**src/rtl/alu_pkg.sv**
```systemverilog
// Shared encodings for the ALU family: operation select and the serial sequencer states.
package alu_pkg;

   typedef enum logic [2:0] {
      OP_TEST = 3'd0,
      OP_PASS = 3'd1,
      OP_SUB  = 3'd2,
      OP_ADD  = 3'd3,
      OP_XOR  = 3'd4,
      OP_OR   = 3'd5,
      OP_NOT  = 3'd6,
      OP_AND  = 3'd7
   } op_e;

   typedef enum logic [1:0] {
      ST_IDLE = 2'd0,
      ST_RUN  = 2'd1,
      ST_DONE = 2'd2
   } state_e;

endpackage

```
**src/rtl/alu_serial_if.sv**
```systemverilog
// Request/result handshake bundle of the bit-serial ALU.
interface alu_serial_if #(
   parameter int WIDTH = 4
);
   logic             in_valid;
   logic             in_ready;
   logic [WIDTH-1:0] a;
   logic [WIDTH-1:0] b;
   logic [2:0]       op;
   logic             out_valid;
   logic             out_ready;
   logic [WIDTH-1:0] result;
   logic             carry;
   logic             zero;

   modport master (
      output in_valid, a, b, op, out_ready,
      input  in_ready, out_valid, result, carry, zero
   );

   modport slave (
      input  in_valid, a, b, op, out_ready,
      output in_ready, out_valid, result, carry, zero
   );
endinterface

```
**src/rtl/alu1.sv**
```systemverilog
// One-bit ALU slice: combines one bit of each operand with the incoming carry/borrow.
module alu1
   import alu_pkg::*;
(
   input  logic a,
   input  logic b,
   input  logic cin,
   input  op_e  op,
   output logic out,
   output logic cout
);

   // Per-op bit function; logic ops report a constant 1 flag, TEST/PASS report 0.
   always_comb begin
      out  = 1'b0;
      cout = 1'b0;
      case (op)
         OP_TEST: begin out = ~(a ^ b);     cout = 1'b0; end
         OP_PASS: begin out = a;            cout = 1'b0; end
         OP_SUB:  begin
            out  = a ^ b ^ cin;
            cout = (~a & b) | (~(a ^ b) & cin);
         end
         OP_ADD:  begin
            out  = a ^ b ^ cin;
            cout = (a & b) | (a & cin) | (b & cin);
         end
         OP_XOR:  begin out = a ^ b;        cout = 1'b1; end
         OP_OR:   begin out = a | b;        cout = 1'b1; end
         OP_NOT:  begin out = ~a;           cout = 1'b1; end
         OP_AND:  begin out = a & b;        cout = 1'b1; end
         default: begin out = 1'b0;         cout = 1'b0; end
      endcase
   end

endmodule

```
**src/rtl/alu_serial.sv**
```systemverilog
// Bit-serial ALU: feeds one alu1 slice LSB first, one bit per clock, and
// assembles the result by shifting slice outputs in from the MSB side.
module alu_serial
   import alu_pkg::*;
#(
   parameter int WIDTH = 4
) (
   input  logic       clk,
   input  logic       rst,
   alu_serial_if.slave bus
);

   localparam int CNT_W = $clog2(WIDTH);
   localparam logic [CNT_W-1:0] LAST_BIT = CNT_W'(WIDTH - 1);

   state_e           state_q, state_d;
   logic [WIDTH-1:0] a_q, b_q, res_q;
   op_e              op_q;
   logic             cy_q;
   logic [CNT_W-1:0] cnt_q;
   logic             slice_out, slice_cout;
   logic             accept;

   alu1 u_slice (
      .a    (a_q[0]),
      .b    (b_q[0]),
      .cin  (cy_q),
      .op   (op_q),
      .out  (slice_out),
      .cout (slice_cout)
   );

   // State register; reset aborts any operation in flight.
   always_ff @(posedge clk) begin
      if (rst) state_q <= ST_IDLE;
      else     state_q <= state_d;
   end

   // Next-state and handshake outputs; requests are only seen in IDLE, so a
   // request arriving with the consuming edge waits for the following cycle.
   always_comb begin
      state_d       = state_q;
      accept        = 1'b0;
      bus.in_ready  = 1'b0;
      bus.out_valid = 1'b0;
      case (state_q)
         ST_IDLE: begin
            bus.in_ready = 1'b1;
            if (bus.in_valid) begin
               accept  = 1'b1;
               state_d = ST_RUN;
            end
         end
         ST_RUN: begin
            if (cnt_q == LAST_BIT) state_d = ST_DONE;
         end
         ST_DONE: begin
            bus.out_valid = 1'b1;
            if (bus.out_ready) state_d = ST_IDLE;
         end
         default: state_d = ST_IDLE;
      endcase
   end

   // Operand capture on accept, then one slice step per RUN cycle; nothing moves in DONE.
   always_ff @(posedge clk) begin
      if (rst) begin
         a_q   <= '0;
         b_q   <= '0;
         op_q  <= OP_TEST;
         res_q <= '0;
         cy_q  <= 1'b0;
         cnt_q <= '0;
      end else if (accept) begin
         a_q   <= bus.a;
         b_q   <= bus.b;
         op_q  <= op_e'(bus.op);
         cy_q  <= 1'b0;
         cnt_q <= '0;
      end else if (state_q == ST_RUN) begin
         a_q   <= a_q >> 1;
         b_q   <= b_q >> 1;
         res_q <= {slice_out, res_q[WIDTH-1:1]};
         cy_q  <= slice_cout;
         cnt_q <= (cnt_q == LAST_BIT) ? '0 : cnt_q + CNT_W'(1);
      end
   end

   assign bus.result = res_q;
   assign bus.carry  = cy_q;
   assign bus.zero   = (res_q == '0);

endmodule

```
**src/flat_wrapper.sv**
```systemverilog
// flat-port wrapper written by rule: the top's interface ports become plain ports
module alu_serial_flat import alu_pkg::*;
#(
   parameter int WIDTH = 4
)
  (clk, rst, bus_in_valid, bus_a, bus_b, bus_op, bus_out_ready, bus_in_ready, bus_out_valid, bus_result, bus_carry, bus_zero);
  alu_serial_if #(.WIDTH(WIDTH)) bus_i ();
  input  logic clk;
  input  logic rst;
  input wire logic [$bits(bus_i.in_valid)-1:0] bus_in_valid;
  input wire logic [$bits(bus_i.a)-1:0] bus_a;
  input wire logic [$bits(bus_i.b)-1:0] bus_b;
  input wire logic [$bits(bus_i.op)-1:0] bus_op;
  input wire logic [$bits(bus_i.out_ready)-1:0] bus_out_ready;
  output wire logic [$bits(bus_i.in_ready)-1:0] bus_in_ready;
  output wire logic [$bits(bus_i.out_valid)-1:0] bus_out_valid;
  output wire logic [$bits(bus_i.result)-1:0] bus_result;
  output wire logic [$bits(bus_i.carry)-1:0] bus_carry;
  output wire logic [$bits(bus_i.zero)-1:0] bus_zero;
  assign bus_i.in_valid = bus_in_valid;
  assign bus_i.a = bus_a;
  assign bus_i.b = bus_b;
  assign bus_i.op = bus_op;
  assign bus_i.out_ready = bus_out_ready;
  assign bus_in_ready = bus_i.in_ready;
  assign bus_out_valid = bus_i.out_valid;
  assign bus_result = bus_i.result;
  assign bus_carry = bus_i.carry;
  assign bus_zero = bus_i.zero;
  alu_serial #(.WIDTH(WIDTH)) u_core (.clk(clk), .rst(rst), .bus(bus_i));
endmodule
```
**config.mk**
```make
export PLATFORM = sky130hd
export DESIGN_NAME = alu_serial_flat
export DESIGN_NICKNAME = d
export VERILOG_FILES = /design/src/rtl/alu_pkg.sv /design/src/rtl/alu_serial_if.sv /design/src/rtl/alu1.sv /design/src/rtl/alu_serial.sv /design/src/flat_wrapper.sv
export SDC_FILE = /design/constraint.sdc
export NUM_CORES = 1
export LEC_CHECK = 0
export CAP_MARGIN = 20
export CORE_MARGIN = 2
export CORE_UTILIZATION = 51
export DETAILED_ROUTE_END_ITERATION = 6
export PLACE_DENSITY = 0.82
export SYNTH_ARGS = -nofsm -noshare
export SYNTH_HDL_FRONTEND = slang
export SYNTH_SLANG_ARGS = --single-unit
```
**constraint.sdc**
```tcl
create_clock -name clk -period 2.7 [get_ports clk]
set_input_delay 0.405 -clock clk [delete_from_list [all_inputs] [get_ports clk]]
set_output_delay 0.405 -clock clk [all_outputs]
set_load 0.01 [all_outputs]
```
==> Word-level counts from Yosys, hierarchy flattened <==
Cells that the tools add are included.
{ "totals": {"output_inout_bits": 8, "register_bits": 20, "inputBits": 15, "wordCells": 60} }
{ "op_classes": {"muxes": 15, "n_reduce_logical": 10, "eq_ne": 13, "bitwise": 14, "addsub": 1} }
{ "op_table": {"columns": ["op", "count"], "rows": [
  ["two-way mux 4 bit", 4],
  ["equality test 3 bit (second input constant)", 4],
  ["two-way mux 2 bit", 4],
  ["one-hot mux 1 bit (7 select lines)", 1],
  ["equality test 3 x 2 -> 1 bit (second input constant)", 2],
  ["!= test 2 bit (second input constant)", 3],
  ["one-hot mux 2 bit (3 select lines)", 1],
  ["OR reduction 2 bit", 3],
  ["AND 1 bit", 5],
  ["equality test 2 bit (second input constant)", 2],
  ["logical NOT 4 bit", 1],
  ["two-way mux 1 bit", 4],
  ["OR 1 bit", 4],
  ["one-hot mux 1 bit (4 select lines)", 1],
  ["OR reduction 4 bit", 1],
  ["equality test 3 x 1 -> 1 bit (second input constant)", 1],
  ["logical NOT 3 bit", 1],
  ["inverter 1 bit", 3],
  ["AND reduction 3 bit", 1],
  ["adder 2 x 1 -> 2 bit (second input constant)", 1],
  ["equality test 2 x 1 -> 1 bit (second input constant)", 1],
  ["logical NOT 2 bit", 1],
  ["AND reduction 2 bit", 1],
  ["nonzero test 2 bit", 1],
  ["XOR 1 bit", 2]
]} }

==> Logic depth before layout (Yosys ltp) <==
{ "logic_depth": {"ltp_word": 5, "depth_mapped": 6, "ltp_nobuf": 6} }

==> Hierarchy <==
A second synthesis with hierarchy kept.
{ "unflattened": {"hier_cells": 98, "hier_area_um2": 975.9} }
{ "by_module_without_submodules": {"columns": ["module", "instances", "seq_area_each_um2", "cells_each", "area_each_um2"], "rows": [
  ["alu_serial", 1, 400.4, 83, 825.8],
  ["alu1", 1, 0.0, 15, 150.1]
]} }

==> Least setup slack after synthesis <==
Ideal clock, no wire load.
{ "synth_timing": {"path_type": "register to register", "from": "register u_core.a_q[0]", "to": "register u_core.res_q[3], in the netlist u_core.bus.result[3]", "n_path_buf": 0, "setup_ns": 0.115, "setup_slack_ns": 1.090, "stages_incl_launch_ff": 7, "required_time_ns": 2.585, "period_less_slack_ns": 1.610, "arrival_time_ns": 1.495, "path_cell_list": "dfxtp_1 > inv_1 > ha_1 > nor2_1 > a21oi_1 > mux4_2 > o21a_1"} }
{ "synth_via": {"elab_chain_len": 3, "elab_cells_between_ends": 7, "cone_classes": "mux (1); bitwise (6)"} }
{ "synth_lines": {"columns": ["item", "line", "source"], "rows": [
  ["start, declared", "alu_serial.sv:17", "logic [WIDTH-1:0] a_q, b_q, res_q;"],
  ["start signal, assigned", "alu_serial.sv:75", "a_q <= bus.a;"],
  ["start signal, assigned", "alu_serial.sv:81", "a_q <= a_q >> 1;"],
  ["XOR 1 bit", null, null],
  ["XOR 1 bit or inverter 1 bit (tied branches)", "alu1.sv:21, alu1.sv:25, alu1.sv:18", null],
  ["one-hot mux 1 bit (7 select lines) (*)", "alu1.sv:17", "case (op)"],
  ["end signal, assigned", "alu_serial.sv:83", "res_q <= {slice_out, res_q[WIDTH-1:1]};"],
  ["end, declared", "alu_serial.sv:17", null]
]} }
Mark *: on every way between the ends. The rest lies on a longest branch, timed or not.
A chain may end at the register's enable or synchronous reset.

==> Worst setup path in the final report <==
{ "layout_timing": {"from": "register u_core.state_q[1]", "to": "output bus_out_valid"} }
{ "layout_via": {"elab_chain_len": 2} }
{ "layout_lines": {"columns": ["item", "line", "source"], "rows": [
  ["start, declared", "alu_serial.sv:16", "state_e state_q, state_d;"],
  ["start signal, assigned", "alu_serial.sv:36", "else state_q <= state_d;"],
  ["equality test 2 bit", "alu_serial.sv:46", "case (state_q)"],
  ["two-way mux 1 bit", "alu_serial.sv:46", null],
  ["end, declared", "flat_wrapper.sv:16", "output wire logic [$bits(bus_i.out_valid)-1:0] bus_out_valid;"]
]} }
No other way between the ends.

==> metrics.txt <==
via count=774; fmax=between 0.5 and 0.6 GHz; share of layout cells above drive strength 1=0.0720; H-tree levels=1; R2R cell count=6; via/cell ratio=5.16; Post-CTS Hold Buffers=0; Die Area=~0.0022 mm²; Crit. End Element=output pin; Residual DRC=0; HPWL Detailed=1.35 mm; TritonCTS Buffers=3; Mapped Cells=approximately 100; Slew Viols, Final=0; leakage power=between 0.4 and 0.5 nW; Final Power=about 0.6 mW; YS warnings=0; status=completed; clock sink count=20; TritonCTS clock tree=yes; first-pass GRT wire length=2.84 mm; Max Cap Viol=0; final setup fails=0; Final period util=0.723; Post-CTS Resized=0; wirelength, routed=between 1.5 and 2 mm; pin count of the biggest net entering global routing=21; worst hold path class=reg -> reg; Routed Antenna Nets=0; slowest CP cell=clkdlybuf4s50_1; synth-to-layout area growth=26.5%; gpl congestion=0.719; Yosys reg bits=20; clock transition at the registers of the reported paths=between 100 and 150 ps; synth unique cells=25; syn_area_per_cell=about 9.2 µm²; Crit path arrival time=between 1500 and 2000 ps; die width=47.3 µm; hold path startpoint=u_core.b_q[2]$_SDFFE_PP0P_; Routed WL per cell=around 12 µm; unrepaired setup endpoints after global routing=no; GRT Residual Overflow=0; Starting Density=0.547; fillcell total=roughly 150; Post-CTS Setup Bufs=0; CP peak stage delay=between 500 and 600 ps; Hold Path Sink=u_core.b_q[2]$_SDFFE_PP0P_; FF-to-FF End=u_core.bus.result[3]$_SDFFE_PP0P_; Seq. cell area=400 µm²; initial drt markers=10; number of top-level pins=23; NumNets Final=around 150; gr usage total=0.174; Worst EP required=roughly 2300 ps; Startpoint Class=flop; setup slack, reg-to-reg=approximately 950 ps; Fin Setup TNS=0 ps; initial antenna violation count=0; row count=15; worst-path fanout max=7; area of the multi-input gates=around 500 µm²; Worst-Margin Slew=about 690 ps; critical path class=reg -> out; crit path cell chain=nor2b_1 > clkdlybuf4s50_1; placed cells=146; Max VDD drop=between 0.3 and 0.4 mV; Core Area=around 0.0017 mm²; fin cells=150; hold path cells=2; CTS root buf=clkbuf_4; clock skew=between 7 and 8 ps; port bufs=22; vias in the first global route=~690; max_slew headroom=0.540; Worst R2R Start=u_core.a_q[0]$_SDFFE_PP0P_; Post-Synthesis Net Count=approximately 120; sequential area share after synthesis=0.419; minimum clock period=a little under 2000 ps; Die H=about 47 µm; Hold Vio Cnt, Final=0; Worst-Skew Late Latency=roughly 290 ps; CTS Buffer Depth=2; diodes inserted=0; Pre-Repair DR Iteration Count=4; Core Util, Final=0.692; Cell Area, Synth=955 µm²; PwrDens=~500 mW/mm²
worst max-delay path, delay by kind of cell, from the launching register on:
| kind | cells | cell delay, ps |
|---|---|---|
| DFF | 1 | 490 |
| and+or+nand+nor | 1 | 220 |
| buffers and inverters | 1 | 550 |
cells by family after synthesis:
kind of cell	count (synthesis)	share of synthesized area
simple gates	37	0.191
compound gates	24	0.149
flops	20	0.419
buf+inv	10	0.0603
mux	8	0.0983
fa+ha+maj	5	0.0813
flip-flops by register name, indices dropped and copies added (netlist names):
register / flops
u_core.a_q: 4
u_core.bus.result: 4
u_core.b_q: 4
u_core.op_q: 3
u_core.bus.carry: 1
u_core.cnt_q: 2
u_core.state_q: 2
power by group:
group	switching, mW	total, mW	internal [mW]
sequential	0.0168	0.328	0.311
clock	0.0899	0.172	0.0820
combinational	0.0479	0.110	0.0619
total	0.155	0.610	0.455
final cells by class:
class / instances / area share
Clock buffer: 4 / 0.0301
Inverter: 4 / 0.0124
Multi-Input combinational cell: 74 / 0.411
Sequential cell: 20 / 0.332
Tap cell: 25 / 0.0259
Timing Repair Buffer: 23 / 0.189
per-stage QoR:
stage	cell area [µm²]	hold slack [ps]	setup WS (ps)
2_1_floorplan	955	437	1090
3_3_place_gp	1170	446	820
3_5_place_dp	1170	451	788
4_1_cts	1210	467	754
5_1_grt	1210	488	678
6_report	1210	464	748
routing by layer:
metal / GRT usage / up-vias / routed length, µm
li1: - / 402 / -
met1: 0.217 / 356 / 832
met2: 0.311 / 14 / 877
met3: 0.0231 / 2 / 53
met4: 0.0500 / 0 / 6
met5: 0 / - / 0
how the worst max path moves through the flow:
stage	from	end	slack (ps)	cells after the start
after floorplan	u_core.a_q[0]$_SDFFE_PP0P_	u_core.bus.result[3]$_SDFFE_PP0P_	1090	6
after global placement	bus_in_valid	u_core.a_q[3]$_SDFFE_PP0P_	820	5
after detailed placement	bus_in_valid	u_core.a_q[3]$_SDFFE_PP0P_	790	5
after CTS	u_core.state_q[1]$_SDFFE_PP0P_	bus_out_valid	750	2
after global routing	u_core.state_q[1]$_SDFFE_PP0P_	bus_out_valid	680	2
final	u_core.state_q[1]$_SDFFE_PP0P_	bus_out_valid	750	2
cells in the mapped netlist:
cell | instances | share of area
nor2b_2 | 1 | 0.0092
buf_4 | 1 | 0.0079
o21ai_0 | 1 | 0.0052
buf_2 | 1 | 0.0052
nand2_1 | 15 | 0.059
mux2i_1 | 6 | 0.063
clkbuf_1 | 2 | 0.0079
buf_6 | 2 | 0.024
mux4_2 | 1 | 0.024
nor2_1 | 9 | 0.035
nand2b_1 | 2 | 0.013
o21a_1 | 1 | 0.0079
ha_1 | 3 | 0.039
dfxtp_1 | 20 | 0.42
inv_1 | 4 | 0.016
mux2_2 | 1 | 0.012
a22oi_1 | 7 | 0.055
nor4_1 | 1 | 0.0066
nor3_1 | 5 | 0.026
nand3b_1 | 2 | 0.016
fa_1 | 2 | 0.042
a21oi_1 | 14 | 0.073
a211oi_1 | 1 | 0.0079
nor2b_1 | 1 | 0.0066
nor3b_4 | 1 | 0.020
layout by cell type (no fill, tap or decap), types with 2 or more instances in the layout:
cell,netlist,layout
inv_1,4,4
nand3b_1,2,2
a21oi_1,14,14
fa_1,2,2
nor2_1,9,9
nand2b_1,2,2
clkdlybuf4s50_1,0,22
mux2i_1,6,6
ha_1,3,3
clkbuf_4,0,3
dfxtp_1,20,20
nor3_1,5,5
a22oi_1,7,7
nand2_1,15,15
(Power assumes the default switching activity.)
